## src/rtl/bp_pkg.sv

```systemverilog
// Shared types and constants for the branch resolve queue.
//   brq_entry_t : one in-flight branch (PC plus predicted direction)
//   brq_state_e : queue control state (RUN accepts branches, DRAIN follows a flush)
//   INSN_BYTES  : instruction size, used for the not-taken fall-through PC
//   BP_PC_W     : PC width carried by brq_entry_t
package bp_pkg;

  localparam int BP_PC_W    = 32;
  localparam int INSN_BYTES = 4;

  typedef struct packed {
    logic [BP_PC_W-1:0] pc;
    logic               pred;
  } brq_entry_t;

  typedef enum logic {
    RUN   = 1'b0,
    DRAIN = 1'b1
  } brq_state_e;

endpackage

```

## src/rtl/bp_fifo.sv

```systemverilog
// Pointer/storage FIFO with a synchronous clear.
//   clk, rst : clock, asynchronous active-low reset
//   push     : write wdata at the tail
//   wdata    : entry to write
//   pop      : retire the head entry
//   clear    : discard all entries (wins over push and pop)
//   rdata    : current head entry (valid when count != 0)
//   count    : live entries, 0..DEPTH
// Pointers carry one extra MSB so that full (count == DEPTH) and empty
// (count == 0) are distinguishable. A push and a pop in the same cycle while
// full is legal: the write lands in the slot the head is vacating.
module bp_fifo #(
  parameter int DEPTH = 4,
  parameter int W     = 33
) (
  input  logic                     clk,
  input  logic                     rst,
  input  logic                     push,
  input  logic [W-1:0]             wdata,
  input  logic                     pop,
  input  logic                     clear,
  output logic [W-1:0]             rdata,
  output logic [$clog2(DEPTH):0]   count
);

  localparam int AW = $clog2(DEPTH);

  logic [AW:0]  wptr_q;
  logic [AW:0]  rptr_q;
  logic [W-1:0] mem_q [DEPTH];

  // NOTE: pointers use non-blocking assignments so every register samples
  // the same pre-edge values regardless of block ordering.
  always_ff @(posedge clk or negedge rst) begin
    if (!rst) begin
      wptr_q <= '0;
      rptr_q <= '0;
    end else if (clear) begin
      wptr_q <= '0;
      rptr_q <= '0;
    end else begin
      if (push) wptr_q <= wptr_q + 1'b1;
      if (pop)  rptr_q <= rptr_q + 1'b1;
    end
  end

  // NOTE: storage is deliberately not reset; the pointers alone decide which
  // slots hold live data, so resetting the array would only cost logic.
  always_ff @(posedge clk) begin
    if (push && !clear) mem_q[wptr_q[AW-1:0]] <= wdata;
  end

  assign rdata = mem_q[rptr_q[AW-1:0]];
  assign count = wptr_q - rptr_q;

endmodule

```

## src/rtl/branch_resolve_queue.sv

```systemverilog
// In-order queue of in-flight conditional branches between fetch and execute.
//   clk, rst     : clock, asynchronous active-low reset
//   enq_vld/pc/pred, enq_rdy : fetch pushes a branch PC and predicted direction
//   res_vld/taken/target     : execute resolves the oldest branch
//   upd_vld/pc/taken         : registered predictor training update
//   flush, flush_pc          : one-cycle mispredict redirect
//   occupancy                : live entries
//   mispred_cnt              : saturating mispredict count
//   err_underrun             : sticky, a resolve arrived with the queue empty
// A mispredict clears the whole queue (younger branches are wrong-path) and
// the control FSM spends one DRAIN cycle refusing new branches while fetch
// redirects. Only enq_rdy is combinational from inputs; all other outputs
// are registered.
module branch_resolve_queue
  import bp_pkg::*;
#(
  parameter int DEPTH = 4,
  parameter int PC_W  = BP_PC_W,  // must match the entry layout in bp_pkg
  parameter int CNT_W = 16
) (
  input  logic                       clk,
  input  logic                       rst,
  input  logic                       enq_vld,
  input  logic [PC_W-1:0]            enq_pc,
  input  logic                       enq_pred,
  output logic                       enq_rdy,
  input  logic                       res_vld,
  input  logic                       res_taken,
  input  logic [PC_W-1:0]            res_target,
  output logic                       upd_vld,
  output logic [PC_W-1:0]            upd_pc,
  output logic                       upd_taken,
  output logic                       flush,
  output logic [PC_W-1:0]            flush_pc,
  output logic [$clog2(DEPTH):0]     occupancy,
  output logic [CNT_W-1:0]           mispred_cnt,
  output logic                       err_underrun
);

  localparam int OCC_W = $clog2(DEPTH) + 1;

  brq_state_e        state_q;
  logic              alive_q;
  logic              upd_vld_q;
  logic [PC_W-1:0]   upd_pc_q;
  logic              upd_taken_q;
  logic              flush_q;
  logic [PC_W-1:0]   flush_pc_q;
  logic [CNT_W-1:0]  mispred_cnt_q;
  logic [CNT_W-1:0]  mispred_cnt_d;
  logic              err_q;

  brq_entry_t        enq_entry;
  brq_entry_t        head;
  logic [OCC_W-1:0]  count;
  logic              pop;
  logic              mispredict;
  logic              push;

  assign enq_entry = '{pc: enq_pc, pred: enq_pred};

  assign pop        = res_vld && (count != '0);
  assign mispredict = pop && (res_taken != head.pred);

  // alive_q is low throughout reset and for the release cycle, so enq_rdy
  // stays 0 while rst is asserted. A pop frees a slot in the same cycle,
  // which lets a full queue accept a new branch.
  assign enq_rdy = alive_q && (state_q == RUN) &&
                   ((count != OCC_W'(DEPTH)) || pop);

  // A mispredict makes any same-cycle push wrong-path, so it is dropped.
  assign push = enq_vld && enq_rdy && !mispredict;

  bp_fifo #(
    .DEPTH (DEPTH),
    .W     ($bits(brq_entry_t))
  ) u_fifo (
    .clk   (clk),
    .rst   (rst),
    .push  (push),
    .wdata (enq_entry),
    .pop   (pop),
    .clear (mispredict),
    .rdata (head),
    .count (count)
  );

  // NOTE: every variable assigned in always_comb gets a default first, so no
  // path leaves it unassigned and no latch is inferred.
  always_comb begin
    mispred_cnt_d = mispred_cnt_q;
    if (mispredict && (mispred_cnt_q != '1)) begin
      mispred_cnt_d = mispred_cnt_q + CNT_W'(1);
    end
  end

  always_ff @(posedge clk or negedge rst) begin
    if (!rst) begin
      state_q       <= RUN;
      alive_q       <= 1'b0;
      upd_vld_q     <= 1'b0;
      upd_pc_q      <= '0;
      upd_taken_q   <= 1'b0;
      flush_q       <= 1'b0;
      flush_pc_q    <= '0;
      mispred_cnt_q <= '0;
      err_q         <= 1'b0;
    end else begin
      alive_q       <= 1'b1;
      upd_vld_q     <= pop;
      flush_q       <= mispredict;
      mispred_cnt_q <= mispred_cnt_d;

      if (pop) begin
        upd_pc_q    <= head.pc;
        upd_taken_q <= res_taken;
      end

      if (mispredict) begin
        flush_pc_q <= res_taken ? res_target : head.pc + PC_W'(INSN_BYTES);
      end

      if (res_vld && (count == '0)) err_q <= 1'b1;

      case (state_q)
        RUN:     if (mispredict) state_q <= DRAIN;
        DRAIN:   state_q <= RUN;
        default: state_q <= RUN;
      endcase
    end
  end

  assign upd_vld      = upd_vld_q;
  assign upd_pc       = upd_pc_q;
  assign upd_taken    = upd_taken_q;
  assign flush        = flush_q;
  assign flush_pc     = flush_pc_q;
  assign occupancy    = count;
  assign mispred_cnt  = mispred_cnt_q;
  assign err_underrun = err_q;

endmodule

```

## config.mk

```make
export PLATFORM = sky130hd
export DESIGN_NAME = branch_resolve_queue
export DESIGN_NICKNAME = d
export VERILOG_FILES = /design/src/rtl/bp_pkg.sv /design/src/rtl/bp_fifo.sv /design/src/rtl/branch_resolve_queue.sv
export SDC_FILE = /design/constraint.sdc
export NUM_CORES = 1
export LEC_CHECK = 0
export CAP_MARGIN = 20
export CORE_AREA = 2 2 160 194
export CTS_CLUSTER_DIAMETER = 80
export DETAILED_ROUTE_END_ITERATION = 10
export DIE_AREA = 0 0 162 196
export HOLD_SLACK_MARGIN = 0.15
export PLACE_DENSITY = 0.6
export SYNTH_ARGS = -nofsm -noshare
export SYNTH_HDL_FRONTEND = slang
export SYNTH_SLANG_ARGS = --single-unit
export TNS_END_PERCENT = 5
```

## constraint.sdc

```tcl
create_clock -name clk -period 8.79 [get_ports clk]
set_input_delay 2.1975 -clock clk [delete_from_list [all_inputs] [get_ports clk]]
set_output_delay 2.1975 -clock clk [all_outputs]
set_load 0.005 [all_outputs]
```

==> summary.txt <==
Outcome: complete, no violations
Syn Inst Count: 675
Final #Nets: 917
Inst Count DP: 1209
Number of routed nets with antenna violations: 0
Antenna cells: 0
Vias per Instance: 4.79
Post-synth EDFFs: 132
Kind of critical path: in2out
Yosys warns: 0
P&R area growth vs syn: 28.7%
Initial antenna violation count: 1
Chip width: 162 um
Worst clock skew: 0.0136 ns
Power Dens Cells: 322 mW/mm2
Critical path required time: 6.59 ns
Residual DRC count: 0
Clk sinks: 224
Slew Viols, Final: 0
HP Class: reg2reg
Post-synthesis register bit count: 224
Worst VDD drop: 125 uV
Final Util: 40.6%
Unique masters post-synth: 56
Layout cells sized above 1: 10.5%
Ys async rst share: 41.1%
Reg power frac: 38.5%
Root Driver: clkbuf_16
Final HPWL DP: 16.4 mm
Final setup vio count: 0
Met1 global-route usage: 19.1%
Syn Area/Cell: 14.0 um2
Critical path capture point type: output pin
Tcrit/Tclk final: 65.7%
Number of global-route vias before repair: 6019
Largest net degree at the start of global routing: 69
Starting DRC count in detailed routing: 365
Clock slew at the register clock pins of the worst setup and hold paths: 0.06 ns
Net Switching: 1.31 mW
Fmax achieved: 173 MHz
Min Clock Period, post-route: 5.77 ns
Routed WL: 23.8 mm
Final GP Congestion: 0.762
Rows: 70
Top-Level Pins: 158
Sequential share of the synthesized area: 66.3%
Core area: 0.0300 mm2
Gate power share: 37.2%
Post-CTS setup buffer count: 0
RSZ-0062 raised after global routing: false
CP arrival: 3.58 ns
Number of buffers created by CTS: 23
CP Launch Type: input pin
Worst slew pin tran: 0.915 ns
Worst Path Max Fanout: 3
Max-slew headroom: 39.0%
Full die area: 0.0318 mm2
Setup TNS: 0 ns
Ys flop type: edfxtp_1
Htree depth: 1
Final hold violation count: 0
CTS tree: done
Gr busiest metal: met2
# hold bufs at CTS: 0
Clk Latency, worst-skew pair: 0.51 ns
Max cap viols: 0
Vias: 5987
GRT Util Overall: 14.7%
Number of fill cells in the layout: 2830
CTS Buffer Depth: 3
PostCTS Resize Cnt: 0
Switching Share: 33.6%
Chip height: 196 um
Lkg Pwr: 4.55 nW
Met2 Use GR: 25.1%
Wire length per cell: 19.0 um
Synth Net Count: 754
Int Pwr: 2.60 mW
First-pass iteration count of the detailed router: 4
Final non-filler cell total: 1250
Clock share of power: 24.2%
Syn Std Cell Area: 0.00946 mm2
Global-route wire length before repair: 35.9 mm
Effective utilization at floorplan: 31.6%
Met3 Track Usage GR: 3.00%
Overflow after GRT: 0
PortBufs: 157
==> per-stage QoR <==
step	total power, mW	hold WS, ns	area, um2	setup WS [ns]
4_1_cts	3.97	0.421	12200	2.95
3_5_place_dp	3.01	0.411	11400	2.44
3_3_place_gp	2.99	0.422	11400	2.50
2_1_floorplan	2.32	0.394	9460	4.14
6_report	3.92	0.416	12200	3.02
5_1_grt	4.16	0.453	12200	2.65
==> final timing paths <==
kind / start / to / slack (ns) / cells past startpoint
max: res_vld / enq_rdy / 3.02 / 4
min: state_q$_DFF_PN0_ / state_q$_DFF_PN0_ / 0.42 / 1
max reg2reg: u_fifo.rptr_q[1]$_DFFE_PN0P_ / u_fifo.mem_q[1][24]$_DFFE_PP_ / 3.67 / 11
min reg2reg: state_q$_DFF_PN0_ / state_q$_DFF_PN0_ / 0.42 / 1
max in group asynchronous: rst / u_fifo.rptr_q[0]$_DFFE_PN0P_ / 5.96 / 2
min in group asynchronous: rst / upd_pc[1]$_DFFE_PN0N_ / 1.59 / 1
==> state kept, by name (all words and copies together) (netlist names), 3 cells and up <==
name	count
upd_pc	32
u_fifo.rptr_q	3
u_fifo.wptr_q	3
flush_pc	32
mispred_cnt	16
u_fifo.mem_q	132
==> cells in the final DEF (no fill, tap or decap), types with 3 or more instances in the layout <==
cell type	count
clkinvlp_4	4
xor2_1	25
mux2i_1	4
nand4_1	12
clkbuf_1	3
and3_1	10
a31oi_1	3
or3_1	3
clkdlybuf4s50_1	156
o21ai_0	23
a21oi_1	21
o22ai_2	3
nor2_1	36
and2_1	8
clkinv_2	4
inv_1	10
nor3_1	4
edfxtp_1	132
o22ai_1	12
clkbuf_16	23
dfrtp_1	91
nand2_1	131
mux4_1	11
ha_1	8
nand3_1	22
buf_4	10
mux4_2	22
xnor2_1	21
==> metal layers <==
metal  part of all wire [%]  vias to the layer above
li1                       -                     2790
met1                     42                     2980
met2                     50                      179
met3                    6.8                       36
met4                    1.9                        2
met5                  0.055                        -
==> layout make-up <==
cell class	instances	area (um2)	area share, %
flip-flops and latches	224	6270	51.5
inverters	12	45.0	0.370
repair buffers	166	1640	13.4
clock buffers	26	587	4.82
well taps	396	495	4.07
clock inverters	15	144	1.18
multi-input cells	411	3000	24.6
==> critical path, cell delays in order <==
cell	delay, ns
clkdlybuf4s50_1	0.54
nor2_1	0.07
a21oi_1	0.22
clkdlybuf4s50_1	0.55
==> Yosys cell counts, drive strengths merged (2+ instances only) <==
cell	number	area [um2]
a22oi	2	15.0
buf	16	114
and3	10	62.6
nor2	36	135
xor2	25	219
o211ai	2	15.0
nor3	6	40.0
mux4	33	785
and2	8	50.1
or3	4	30.0
inv	12	45.1
nand3	24	130
a221oi	2	23.8
clkbuf	12	45.0
o21ai	25	125
mux2i	4	40.0
a31oi	3	18.8
nand2b	2	20.0
xnor2	22	200
ha	8	100
a21oi	21	105
nor4	3	40.0
o22ai	15	113
nand2	131	492
edfxtp	132	3960
dfrtp	92	2300
nand4	13	87.6
==> power groups by stage <==
stage / combinational [mW] / sequential (mW) / clock [mW]
2_1_floorplan: 0.809 / 1.51 / 0
3_3_place_gp: 1.46 / 1.53 / 0
3_5_place_dp: 1.48 / 1.53 / 0
4_1_cts: 1.49 / 1.51 / 0.974
5_1_grt: 1.61 / 1.54 / 1.01
6_report: 1.46 / 1.51 / 0.949
==> logic make-up (layout without fill, tap and decap cells) <==
logic type                 after synthesis  in the layout  share of synthesized area (%)
other                                    1              1                         0.0397
DFF                                    224            224                           66.3
and+or+nand+nor                        241            241                           11.8
muxes                                   38             38                           8.84
xor gates and xnor gates                48             48                           4.68
AOI/OAI and AO/OA                       74             74                           4.94
buffers and inverters                   40            219                           2.16
adders and majority gates                9              9                           1.27
Power figures use the tool's default switching activity.
==> variant 1: new RTL, same flow settings <==
`DEPTH` is set to 4 in 2 places; all go to 2.
--- a/src/rtl/bp_fifo.sv
+++ b/src/rtl/bp_fifo.sv
@@ -12,3 +12,3 @@
 module bp_fifo #(
-  parameter int DEPTH = 4,
+  parameter int DEPTH = 2,
   parameter int W     = 33
--- a/src/rtl/branch_resolve_queue.sv
+++ b/src/rtl/branch_resolve_queue.sv
@@ -16,3 +16,3 @@
 #(
-  parameter int DEPTH = 4,
+  parameter int DEPTH = 2,
   parameter int PC_W  = BP_PC_W,  // must match the entry layout in bp_pkg
Ports: changed (resized occupancy); port bits go from 158 to 157. The function was not compared with the original's and may differ.
==> variant 1 against the original RTL <==
- wire length fell by 22%
- largest power group unchanged
- final area shrank 22%
- count of clock-buffer cells in the layout down 6
- setup slack worse by 0.19 ns
- power is 24% lower
- sequential cell count fell by 68
- core utilization fell by 9.1 points
- area after synthesis is 26% lower
==> variant 1: results (changes against the original RTL) <==
- Power Sequential: 1.13 mW (-25%)
- Via count: 4,887 (-18%)
- Vias per cell: 4.27 (-11%)
- Seq area share: 44.8% (-6.6 points)
- Worst slack, placed: 2.85 ns (+0.417 ns)
- R2R depth: 10 (-1)
- Synth cell count leaders: dfrtp_1, edfxtp_1, nor2_1, a21oi_1, nand2_1
- Multi-input gate count: 389 (-5.4%)
- Status: completed
- Post-detailed-route wirelength per cell: 16.2 um (-15%)
- Max reg flops: 66 (-50%)
- Max IR drop VDD: 154 uV (+23%)
- Top cells by area, synth: dfrtp_1, edfxtp_1, mux2i_1
- Port bufs: 156 (-0.64%)
- Synth Net Count: 658 (-13%)
- Num CTS Buffers: 17 (-26%)
- Met1 usage: 15.0% (-4.1 points)
- Clk buf depth: 2 (-1)
- Sequential-to-total area share from yosys stat: 60.9% (-5.4 points)
- Max Used Layer: met4
- Cells after DPL: 1,112 (-8.0%)
- Reg-to-reg slack, setup: 5.49 ns (+1.82 ns)
- GRT met2 Usage: 18.8% (-6.3 points)
- Syn_area_per_cell: 11.9 sq um (-15%)
- Core Util, Final: 31.5% (-9.1 points)
- Slew of the pin with the lowest slew margin: 1.01 ns (+0.0901 ns)
- Data buffer area share: 17.0% (+3.5 points)
- Flops & latches, synth: 156 (-30%)
- Worst reg2reg startpoint: u_fifo.wptr_q[0]
- CP max stage delay: 0.59 ns (+0.04 ns)
- Post-synth EDFFs: 66 (-50%)
- Signal inverters: 9 (-3)
- Filler cells: 3,045 (+7.6%)
- Internal power: 1.98 mW (-24%)
- Largest net degree at the start of global routing: 74 (+7.2%)
- PD cells: 313 nW/um^2 (-2.7%)
- Cell taking the most area after synthesis: dfrtp_1
- Hold Slack: 0.449 ns (+0.0336 ns)
- Initial antenna violation count: 2 (+1)
- Diode count: 1 (+1)
- GRT Total Usage: 12.0% (-2.7 points)
- Crit path time final: 5.96 ns (+0.187 ns)
- Final GP Congestion: 0.788 (+3.4%)
- Final Net Count: 808 (-12%)
- M3 GR Usage: 3.95% (+0.95 points)
- Detailed placer's ending HPWL: 13,700 um (-16%)
- Skew-Pair Late Insertion Delay: 0.42 ns (-0.09 ns)
- Clock network area share: 5.92% (-0.081 points)
- Clock share of power: 23.6% (-0.6 points)
- # clk buffers: 20 (-23%)
- Synth cell types: 60 (+7.1%)
- Layout cell share with drive strength beyond 1: 7.89% (-2.7 points)
- Worst Path Arrival: 3.76 ns (+0.18 ns)
- Met1 WL: 8180 um (-18%)
- FFs w/ async S/R, synth: 57.7% (+17 points)
- Met2 WL post-DR: 8820 um (-25%)
- Area post-placement: 8880 sq um (-22%)
- Area of the multi-input gates: 2510 sq um (-16%)
- H-tree depth: 4 (+3)
- Leakage: 3.55 nW (-22%)
[variant 1: changes by cell type after synthesis, sizes merged, moves of 8 or more]
| cell | unedited run | this run |
|---|---|---|
| nand2 | 131 | 40 |
| edfxtp | 132 | 66 |
| a21oi | 21 | 56 |
| mux4 | 33 | 0 |
| mux2i | 4 | 36 |
| nor2 | 36 | 57 |
| nand3b | 0 | 11 |
| o22ai | 15 | 6 |
| xor2 | 25 | 17 |
[variant 1: logic make-up after synthesis]
logic type,Yosys count,share of synthesized area (%)
AND/OR/NAND/NOR,188,14.2
multiplexers,41,5.99
buffers and inverters,40,3.13
AO/OA/AOI/OAI,116,9.86
other,1,0.0539
XOR/XNOR,40,5.27
flip-flops,156,60.9
adder cells (fa/ha/maj),3,0.540
[variant 1: worst max-delay path: cells and delay by family]
kind                   cells  cell delay [ns]
buffers and inverters      3             1.13
AOI/OAI and AO/OA          1             0.44
==> variant 2: new RTL, config.mk and constraints unchanged <==
Made on the original files. Make the reset (`rst`) synchronous in 2 clocked blocks. Comments in the files are not updated.
--- a/src/rtl/bp_fifo.sv
+++ b/src/rtl/bp_fifo.sv
@@ -33,3 +33,3 @@
   // the same pre-edge values regardless of block ordering.
-  always_ff @(posedge clk or negedge rst) begin
+  always_ff @(posedge clk) begin
     if (!rst) begin
--- a/src/rtl/branch_resolve_queue.sv
+++ b/src/rtl/branch_resolve_queue.sv
@@ -96,3 +96,3 @@
 
-  always_ff @(posedge clk or negedge rst) begin
+  always_ff @(posedge clk) begin
     if (!rst) begin
Function: differs if rst is asserted again (counterexample within 4 cycles, from zero or initial values and one cycle with rst low); with rst held inactive, the same outputs for 4 cycles.
==> variant 2 against the original RTL <==
- area after synthesis shrank 1.1%
- critical path depth unchanged
- sequential share of layout area decreased by 3.4 points
- final area about the same
- clock power up 13%
- first-iteration DRC count is 20% higher
- wire length is 1.4% higher
- sequential cell count rose by 2
- setup slack improved by 0.085 ns
- power decreased by 17%
- non-clock buffer count increased by 1
- register-to-register slack gained 1.4 ns
- count of clock-buffer cells in the layout up 1
- critical endpoint unchanged
- largest power group unchanged
- highest routed layer is now met4
==> variant 2: results (changes against the original RTL) <==
- Max IR drop VDD: 169 uV (+35%)
- Detailed placer's ending HPWL: 16,100 um (-1.5%)
- CP Max Fanout: 3 (unchanged)
- CP max stage delay: 0.55 ns (about the same)
- Area post-placement: 11,300 sq um (-1.1%)
- Sequential-to-total area share from yosys stat: 62.5% (-3.7 points)
- Synth cell types: 64 (+14%)
- Worst hold-check path type: reg2reg
- Slew of the pin with the lowest slew margin: 0.957 ns (+0.0425 ns)
- Largest net degree at the start of global routing: 68 (-1.4%)
- Layout Skew: 0.00680 ns (-0.00679 ns)
- Layout cell share with drive strength beyond 1: 10.9% (+0.32 points)
- Status: completed
- Port bufs: 157 (unchanged)
- Buffers inserted by post-CTS timing repair: 0 (unchanged)
- GRT Total Usage: 15.2% (+0.47 points)
- Initial antenna violation count: 0 (-1)
- Clk buf depth: 3 (unchanged)
- Yosys warning total: 0 (unchanged)
- Top cells by area, synth: edfxtp_1, dfxtp_1, mux4_2
- First-pass GRT wire length: 37,000 um (+3.0%)
- Post-Layout Cell Count: 1,271 (+1.7%)
- Synth cell count leaders: edfxtp_1, nand2_1, dfxtp_1, a21boi_0, o21ai_0
- Skew-Pair Late Insertion Delay: 0.51 ns (about the same)
- FFs w/ async S/R, synth: 0% (-41 points)
- Vias in the first global route: 6,273 (+4.2%)
- Final GP Congestion: 0.774 (+1.6%)
- Post-detailed-route wirelength per cell: 19.0 um (-0.31%)
- H-tree depth: 1 (unchanged)
- Diode count: 0 (unchanged)
- Sw power: 937 uW (-29%)
- CTS resizes: 0 (unchanged)
- Synth Net Count: 776 (+2.9%)
- Leakage: 4.08 nW (-10%)
- Num CTS Buffers: 24 (+4.3%)
- Initial DRC Count: 439 (+20%)
- Post-synth EDFFs: 132 (unchanged)
- Reg clk slew, reported paths: 0.06 ns (about the same)
- Cells after DPL: 1,227 (+1.5%)
- Crit-path slowest cell: clkdlybuf4s50_1
- Syn_area_per_cell: 13.4 sq um (-4.3%)
- Vias per cell: 4.80 (+0.12%)
- Final Net Count: 936 (+2.1%)
- Drt first pass iters: 4 (unchanged)
- CTS root buffer: clkbuf_16
- Max reg flops: 132 (unchanged)
- Worst slack, placed: 2.97 ns (+0.531 ns)
variant 2: cell count changes in the layout (fill, tap and decap cells not counted), moves of 13 or more:
cell	unedited run	this run
a21boi_0	0	33
a22oi_1	2	15
and2_1	8	23
dfrtp_1	91	0
dfxtp_1	0	93
nand2_1	131	103
nor2_1	36	22
variant 2: stage by stage:
stage | utilization (%) | hold slack, ns
global placement | 37.7 | 0.399
finish | 40.6 | 0.418
CTS | 40.6 | 0.421
floorplan | - | 0.383
detailed placement | 37.8 | 0.413
global route | 40.6 | 0.442
variant 2: critical path, delay by kind of cell:
| kind | cells | cell delay (ns) |
|---|---|---|
| buffers and inverters | 3 | 1.16 |
| AO/OA/AOI/OAI | 1 | 0.13 |
variant 2: final timing paths:
kind         depth (start not counted)        startpoint  slack [ns]            to
min                                  1           state_q        0.42       state_q
min reg2reg                          1           state_q        0.42       state_q
max reg2reg                         10  u_fifo.wptr_q[0]        5.05  flush_pc[25]
max                                  4           res_vld        3.10       enq_rdy
variant 2: cell type report:
class | count | area, sq um
fillers | 2878 | 17800
clock inverters | 17 | 208
repair buffers | 167 | 1650
inverters | 14 | 52.6
well taps | 396 | 495
flip-flops and latches | 226 | 5850
clock buffers | 27 | 643
multi-input cells | 424 | 3270
variant 2: per-layer routing:
metal,vias to the layer above,wire [um],GRT usage (%)
met5,-,0,0
met4,0,469,3.67
met3,29,1300,2.35
met2,164,11900,26.2
met1,2994,10500,20.0
li1,2908,-,-
variant 2: power by group through the flow:
stage | registers (mW) | logic, mW | clock network (mW)
6_report | 1.32 | 0.839 | 1.07
5_1_grt | 1.34 | 0.925 | 1.14
4_1_cts | 1.33 | 0.859 | 1.10
3_5_place_dp | 1.35 | 0.855 | 0
3_3_place_gp | 1.35 | 0.849 | 0
2_1_floorplan | 1.34 | 0.447 | 0
variant 2: cells by family (layout without fill, tap and decap cells):
| group | Yosys count | after routing | synth area share (%) |
|---|---|---|---|
| DFF | 226 | 226 | 62.5 |
| buffers and inverters | 47 | 225 | 2.58 |
| and+or+nand+nor | 221 | 221 | 12.2 |
| adders and majority gates | 9 | 9 | 1.28 |
| muxes | 42 | 42 | 9.19 |
| xor gates and xnor gates | 45 | 45 | 4.46 |
| AOI/OAI and AO/OA | 107 | 107 | 7.74 |
